### src/rtl/data_memory_arbiter_if.sv
// Core, external and data-memory signal bundle for data_memory_arbiter.
// slave = arbiter view, master = requester/memory view.
interface data_memory_arbiter_if #(
    parameter int DATA_WIDTH = 32,
    parameter int ADDR_WIDTH = 32
);
    logic                  c_req_i;
    logic                  c_we_i;
    logic [ADDR_WIDTH-1:0] c_addr_i;
    logic [DATA_WIDTH-1:0] c_wdata_i;
    logic                  c_ack_o;
    logic [DATA_WIDTH-1:0] c_rdata_o;
    logic                  c_stall_o;

    logic                  e_req_i;
    logic                  e_we_i;
    logic [ADDR_WIDTH-1:0] e_addr_i;
    logic [DATA_WIDTH-1:0] e_wdata_i;
    logic                  e_ack_o;
    logic [DATA_WIDTH-1:0] e_rdata_o;

    logic                  Mem_Write_o;
    logic                  Mem_Read_o;
    logic [ADDR_WIDTH-1:0] Address_o;
    logic [DATA_WIDTH-1:0] Write_Data_o;
    logic [DATA_WIDTH-1:0] Read_Data_i;
    logic                  busy_o;

    modport slave (
        input  c_req_i, c_we_i, c_addr_i, c_wdata_i,
        output c_ack_o, c_rdata_o, c_stall_o,
        input  e_req_i, e_we_i, e_addr_i, e_wdata_i,
        output e_ack_o, e_rdata_o,
        output Mem_Write_o, Mem_Read_o, Address_o, Write_Data_o, busy_o,
        input  Read_Data_i
    );

    modport master (
        output c_req_i, c_we_i, c_addr_i, c_wdata_i,
        input  c_ack_o, c_rdata_o, c_stall_o,
        output e_req_i, e_we_i, e_addr_i, e_wdata_i,
        input  e_ack_o, e_rdata_o,
        input  Mem_Write_o, Mem_Read_o, Address_o, Write_Data_o, busy_o,
        output Read_Data_i
    );
endinterface

### src/rtl/data_memory_arbiter.sv
// Core/external arbiter onto a single data memory port: IDLE -> ACCESS -> RESP.
// Define ARB_CORE_PRIORITY_EN for fixed core priority; otherwise ties are round-robin.
module data_memory_arbiter #(
    parameter int DATA_WIDTH = 32,
    parameter int ADDR_WIDTH = 32
) (
    input  logic                 clk,
    input  logic                 reset,
    data_memory_arbiter_if.slave bus
);
    typedef enum logic [1:0] {IDLE, ACCESS, RESP} state_t;
    typedef enum logic {OWN_EXT = 1'b0, OWN_CORE = 1'b1} owner_t;

    state_t                state_q, state_d;
    owner_t                owner_q, owner_d, tie_owner;
    logic [DATA_WIDTH-1:0] c_rdata_q, c_rdata_d;
    logic [DATA_WIDTH-1:0] e_rdata_q, e_rdata_d;
    logic                  sel_we;
    logic [ADDR_WIDTH-1:0] sel_addr;
    logic [DATA_WIDTH-1:0] sel_wdata;
    logic                  in_access;

`ifdef ARB_CORE_PRIORITY_EN
    assign tie_owner = OWN_CORE;
`else
    // Previous owner yields a tie; the reset owner (external) hands the core the first tie.
    assign tie_owner = (owner_q == OWN_EXT) ? OWN_CORE : OWN_EXT;
`endif

    always_comb begin
        sel_we    = bus.e_we_i;
        sel_addr  = bus.e_addr_i;
        sel_wdata = bus.e_wdata_i;
        if (owner_q == OWN_CORE) begin
            sel_we    = bus.c_we_i;
            sel_addr  = bus.c_addr_i;
            sel_wdata = bus.c_wdata_i;
        end
    end

    always_ff @(posedge clk or posedge reset) begin
        if (reset) begin
            state_q   <= IDLE;
            owner_q   <= OWN_EXT;
            c_rdata_q <= '0;
            e_rdata_q <= '0;
        end else begin
            state_q   <= state_d;
            owner_q   <= owner_d;
            c_rdata_q <= c_rdata_d;
            e_rdata_q <= e_rdata_d;
        end
    end

    always_comb begin
        state_d   = state_q;
        owner_d   = owner_q;
        c_rdata_d = c_rdata_q;
        e_rdata_d = e_rdata_q;
        case (state_q)
            IDLE: begin
                if (bus.c_req_i || bus.e_req_i) begin
                    state_d = ACCESS;
                    if (bus.c_req_i && bus.e_req_i) begin
                        owner_d = tie_owner;
                    end else if (bus.c_req_i) begin
                        owner_d = OWN_CORE;
                    end else begin
                        owner_d = OWN_EXT;
                    end
                end
            end
            ACCESS: begin
                state_d = RESP;
                // Only reads refresh rdata, so a write leaves the last read value visible.
                if (!sel_we) begin
                    if (owner_q == OWN_CORE) begin
                        c_rdata_d = bus.Read_Data_i;
                    end else begin
                        e_rdata_d = bus.Read_Data_i;
                    end
                end
            end
            RESP:    state_d = IDLE;
            default: state_d = IDLE;
        endcase
    end

    assign in_access        = (state_q == ACCESS);
    assign bus.Mem_Write_o  = in_access & sel_we;
    assign bus.Mem_Read_o   = in_access & ~sel_we;
    assign bus.Address_o    = sel_addr;
    assign bus.Write_Data_o = sel_wdata;
    assign bus.busy_o       = (state_q != IDLE);

    assign bus.c_ack_o   = (state_q == RESP) && (owner_q == OWN_CORE);
    assign bus.e_ack_o   = (state_q == RESP) && (owner_q == OWN_EXT);
    assign bus.c_rdata_o = c_rdata_q;
    assign bus.e_rdata_o = e_rdata_q;
    assign bus.c_stall_o = bus.c_req_i & ~bus.c_ack_o;
endmodule

### src/flat_wrapper.sv
// flat-port wrapper written by rule: the top's interface ports become plain ports
module data_memory_arbiter_flat 
#(
    parameter int DATA_WIDTH = 32,
    parameter int ADDR_WIDTH = 32
)
  (clk, reset, bus_c_req_i, bus_c_we_i, bus_c_addr_i, bus_c_wdata_i, bus_c_ack_o, bus_c_rdata_o, bus_c_stall_o, bus_e_req_i, bus_e_we_i, bus_e_addr_i, bus_e_wdata_i, bus_e_ack_o, bus_e_rdata_o, bus_Mem_Write_o, bus_Mem_Read_o, bus_Address_o, bus_Write_Data_o, bus_busy_o, bus_Read_Data_i);
  data_memory_arbiter_if #(.DATA_WIDTH(DATA_WIDTH), .ADDR_WIDTH(ADDR_WIDTH)) bus_i ();
  input  logic clk;
  input  logic reset;
  input wire logic [$bits(bus_i.c_req_i)-1:0] bus_c_req_i;
  input wire logic [$bits(bus_i.c_we_i)-1:0] bus_c_we_i;
  input wire logic [$bits(bus_i.c_addr_i)-1:0] bus_c_addr_i;
  input wire logic [$bits(bus_i.c_wdata_i)-1:0] bus_c_wdata_i;
  output wire logic [$bits(bus_i.c_ack_o)-1:0] bus_c_ack_o;
  output wire logic [$bits(bus_i.c_rdata_o)-1:0] bus_c_rdata_o;
  output wire logic [$bits(bus_i.c_stall_o)-1:0] bus_c_stall_o;
  input wire logic [$bits(bus_i.e_req_i)-1:0] bus_e_req_i;
  input wire logic [$bits(bus_i.e_we_i)-1:0] bus_e_we_i;
  input wire logic [$bits(bus_i.e_addr_i)-1:0] bus_e_addr_i;
  input wire logic [$bits(bus_i.e_wdata_i)-1:0] bus_e_wdata_i;
  output wire logic [$bits(bus_i.e_ack_o)-1:0] bus_e_ack_o;
  output wire logic [$bits(bus_i.e_rdata_o)-1:0] bus_e_rdata_o;
  output wire logic [$bits(bus_i.Mem_Write_o)-1:0] bus_Mem_Write_o;
  output wire logic [$bits(bus_i.Mem_Read_o)-1:0] bus_Mem_Read_o;
  output wire logic [$bits(bus_i.Address_o)-1:0] bus_Address_o;
  output wire logic [$bits(bus_i.Write_Data_o)-1:0] bus_Write_Data_o;
  output wire logic [$bits(bus_i.busy_o)-1:0] bus_busy_o;
  input wire logic [$bits(bus_i.Read_Data_i)-1:0] bus_Read_Data_i;
  assign bus_i.c_req_i = bus_c_req_i;
  assign bus_i.c_we_i = bus_c_we_i;
  assign bus_i.c_addr_i = bus_c_addr_i;
  assign bus_i.c_wdata_i = bus_c_wdata_i;
  assign bus_c_ack_o = bus_i.c_ack_o;
  assign bus_c_rdata_o = bus_i.c_rdata_o;
  assign bus_c_stall_o = bus_i.c_stall_o;
  assign bus_i.e_req_i = bus_e_req_i;
  assign bus_i.e_we_i = bus_e_we_i;
  assign bus_i.e_addr_i = bus_e_addr_i;
  assign bus_i.e_wdata_i = bus_e_wdata_i;
  assign bus_e_ack_o = bus_i.e_ack_o;
  assign bus_e_rdata_o = bus_i.e_rdata_o;
  assign bus_Mem_Write_o = bus_i.Mem_Write_o;
  assign bus_Mem_Read_o = bus_i.Mem_Read_o;
  assign bus_Address_o = bus_i.Address_o;
  assign bus_Write_Data_o = bus_i.Write_Data_o;
  assign bus_busy_o = bus_i.busy_o;
  assign bus_i.Read_Data_i = bus_Read_Data_i;
  data_memory_arbiter #(.DATA_WIDTH(DATA_WIDTH), .ADDR_WIDTH(ADDR_WIDTH)) u_core (.clk(clk), .reset(reset), .bus(bus_i));
endmodule
### config.mk
export PLATFORM = sky130hd
export DESIGN_NAME = data_memory_arbiter_flat
export DESIGN_NICKNAME = d
export VERILOG_FILES = /design/src/rtl/data_memory_arbiter_if.sv /design/src/rtl/data_memory_arbiter.sv /design/src/flat_wrapper.sv
export SDC_FILE = /design/constraint.sdc
export NUM_CORES = 1
export LEC_CHECK = 0
export CORE_AREA = 2 2 116 118
export DETAILED_ROUTE_END_ITERATION = 12
export DIE_AREA = 0 0 118 120
export PLACE_DENSITY = 0.74
export SYNTH_ARGS = -nofsm -noshare
export SYNTH_HDL_FRONTEND = slang
export SYNTH_SLANG_ARGS = --single-unit
export TNS_END_PERCENT = 5
### constraint.sdc
create_clock -name clk -period 2.7 [get_ports clk]
set_input_delay 0.54 -clock clk [delete_from_list [all_inputs] [get_ports clk]]
set_output_delay 0.54 -clock clk [all_outputs]
set_load 0.01 [all_outputs]
==> results.md <==
- Synth Area in Adders: 0
- Final worst path period share: 0.9650
- Buffer depth of the longest clock path: 2
- Post CTS Setup Buffer Count: 0
- Mapped Avg Cell Area: between 10 and 15 µm²
- Clock Sinks: 67
- Via Count: 3120
- Post-synthesis sequential area ratio: 0.4974
- TritonCTS clock tree: built
- GRT overflow: 0
- # diodes: 0
- Crit path launch type: register
- DIE AREA: 14160 µm²
- Status: finished, final reports clean
- Final period demand of the worst path: 2.605 ns
- Final Hold Fails: 0
- Compound-cell area share of the yosys netlist: 0.001856
- Worst path required time: approximately 2.2 ns
- Vias per cell: 4.401
- RePlAce Congestion: between 0.8 and 0.9
- Initial core utilization: 0.2597
- Die X: approximately 120 µm
- Largest family of logic cells by synthesized area: multiplexers
- MaxCap Viol Count: 0
- Leak pwr: around 0.0027 µW
- Port bufs: between 200 and 300
- Nets: 695
- Post-Route Skew: between 0.002 and 0.003 ns
- Synth unique cells: 20
- Setup TNS: 0 ns
- Post-CTS sizing: 0
- Least-Margin Pin Slew: about 0.37 ns
- Largest stage delay on the critical path: 0.59 ns
- Crit Path Max Fanout: 34
- Post-DP HPWL: approximately 11000 µm
- Synth Area in XOR/XNOR: 0
- Crit end category: output port
- ANT nets after route: 0
- Post-Synth Simple-Gate Area: 0.03229
- Max-slew violation count: 0
- Worst endpoint data arrival time: about 2.1 ns
- RSZ-0062 raised after global routing: no
- H-tree levels: 3
- Worst slew margin: 0.7536
- Total global-route track usage: 0.1821
- First-pass GRT wire length: around 20000 µm
- Post-synthesis mux area share: 0.4328
- Initial antenna violation count: 0
- Post-synthesis cell area: roughly 3400 µm²
- Core ar.: approximately 13000 µm²
- Min-Delay Path Class: register to register
- CTS root buffer: clkbuf_16
- Area Growth Syn to Fin: 103.4%
- Final wirelength: between 10000 and 15000 µm
- Largest net degree at the start of global routing: 68
- Cts hold-fix bufs: 0
- CP Cell Sequence: buf_12 -> mux2_2 -> clkdlybuf4s50_1
- Worst-skew pair later-pin latency: between 0.3 and 0.4 ns
- Yosys warns: 0
- Commonest non-fill, non-tap cells in the layout: clkdlybuf4s50_1, mux2_2, dfrtp_1
- Worst vdd ir: about 0.54 mV
- Post-synthesis sequential element count: 67
- FP Rows: 42
- Core Util, Final: 0.5281
- Vias in the first global route: approximately 3400
- Layout cells sized above 1: 0.2889
- Synth Instances: ~230
- Critical path type: register to output port
- Most common cell after layout, fill and taps aside: clkdlybuf4s50_1
- CTS Buf Count: 9
- FILL cells: between 1000 and 1500
- Iter 0 DRT Violations: 91
- CP max stage cell: dfrtp_2
- Final setup fails: 0
- Pwr per Cell Area: a little under 1000 nW/µm²
- Worst-path clk slew: roughly 0.05 ns
- Post-synth net total: roughly 390
- Post-route DRC: 0
- IO Pins: 300
- Chip height: 120 µm
- Pre-antenna DRT Iters: 3
- Post-DR wirelength/cell: 18.37 µm
- FMAX: about 380 MHz
power breakdown:
part           switching (µW)  leakage, µW  internal [µW]
Clock                     399     0.000141            688
Sequential                332     0.000803           1520
Combinational            1350      0.00177           2450
Total                    2080      0.00271           4660
critical path: cells and delay by family, from the launching register on:
| family | cells | cell delay, ns |
|---|---|---|
| flip-flops | 1 | 0.59 |
| buffers and inverters | 2 | 0.77 |
| multiplexers | 1 | 0.36 |
area by class of cell:
type                    count  area [µm²]  area share
repair buffers            306        3095      0.4515
flip-flops and latches     67        1678      0.2448
multi-input cells         143        1574      0.2296
clock buffers              13       270.3     0.03942
well taps                 176       220.2     0.03212
clock inverters             2       10.01    0.001460
inverters                   2       7.507    0.001095
final timing paths:
kind | start | to | slack (ns) | cells after the start
max in group asynchronous | reset | u_core.owner_q | 1.77 | 3
setup reg to reg | u_core.owner_q | u_core.bus.c_rdata_o[6] | 0.86 | 3
min in group asynchronous | reset | u_core.bus.c_rdata_o[19] | 0.61 | 3
setup / recovery | u_core.owner_q | bus_Write_Data_o[5] | 0.09 | 3
hold / removal | u_core.bus.e_rdata_o[30] | u_core.bus.e_rdata_o[30] | 0.48 | 1
hold reg to reg | u_core.bus.e_rdata_o[30] | u_core.bus.e_rdata_o[30] | 0.48 | 1
cell usage after synthesis, drive strengths merged:
library cell | n | area (µm²)
nor2b | 2 | 12.51
clkbuf | 1 | 5.000
and3b | 1 | 10.01
mux2 | 128 | 1449
and2 | 1 | 6.260
or2 | 1 | 6.260
dfrtp | 67 | 1677
o22ai | 1 | 6.260
nand2b | 1 | 6.260
inv | 2 | 7.510
nor3b | 2 | 15.01
and4bb | 1 | 12.51
buf | 14 | 107.6
mux2i | 1 | 10.01
nor4b | 1 | 23.77
nor2 | 2 | 7.510
and2b | 1 | 8.760
sequential cells by signal, indices dropped and copies added, names as in the netlist:
name / cells
u_core.bus.e_rdata_o: 32
u_core.owner_q: 1
u_core.bus.c_rdata_o: 32
u_core.state_q: 2
metal layers:
metal | part of all wire | track usage | vias up
met5 | 0 | 0 | -
met2 | 0.50 | 0.3110 | 163
met3 | 0.080 | 0.06131 | 32
met1 | 0.38 | 0.2007 | 1500
li1 | - | - | 1425
met4 | 0.043 | 0.09639 | 0
through the flow:
| step | setup slack (ns) | power (µW) | cells | hold WS [ns] | cell area, µm² |
|---|---|---|---|---|---|
| floorplan | 0.4768 | 3501 | 227 | 0.5288 | 3371 |
| global placement | 0.1971 | 5601 | 694 | 0.4671 | 6575 |
| detailed placement | 0.2167 | 5689 | 694 | 0.4790 | 6575 |
| CTS | 0.06693 | 6827 | 709 | 0.4852 | 6855 |
| global route | 0.005881 | 7093 | 709 | 0.4920 | 6855 |
| finish | 0.09455 | 6732 | 709 | 0.4814 | 6855 |
logic make-up after synthesis:
| kind of cell | after synthesis |
|---|---|
| AOI/OAI and AO/OA | 1 |
| buffers and inverters | 17 |
| DFF | 67 |
| muxes | 129 |
| and+or+nand+nor | 13 |
Note: power is estimated with default switching activity, not from simulation.
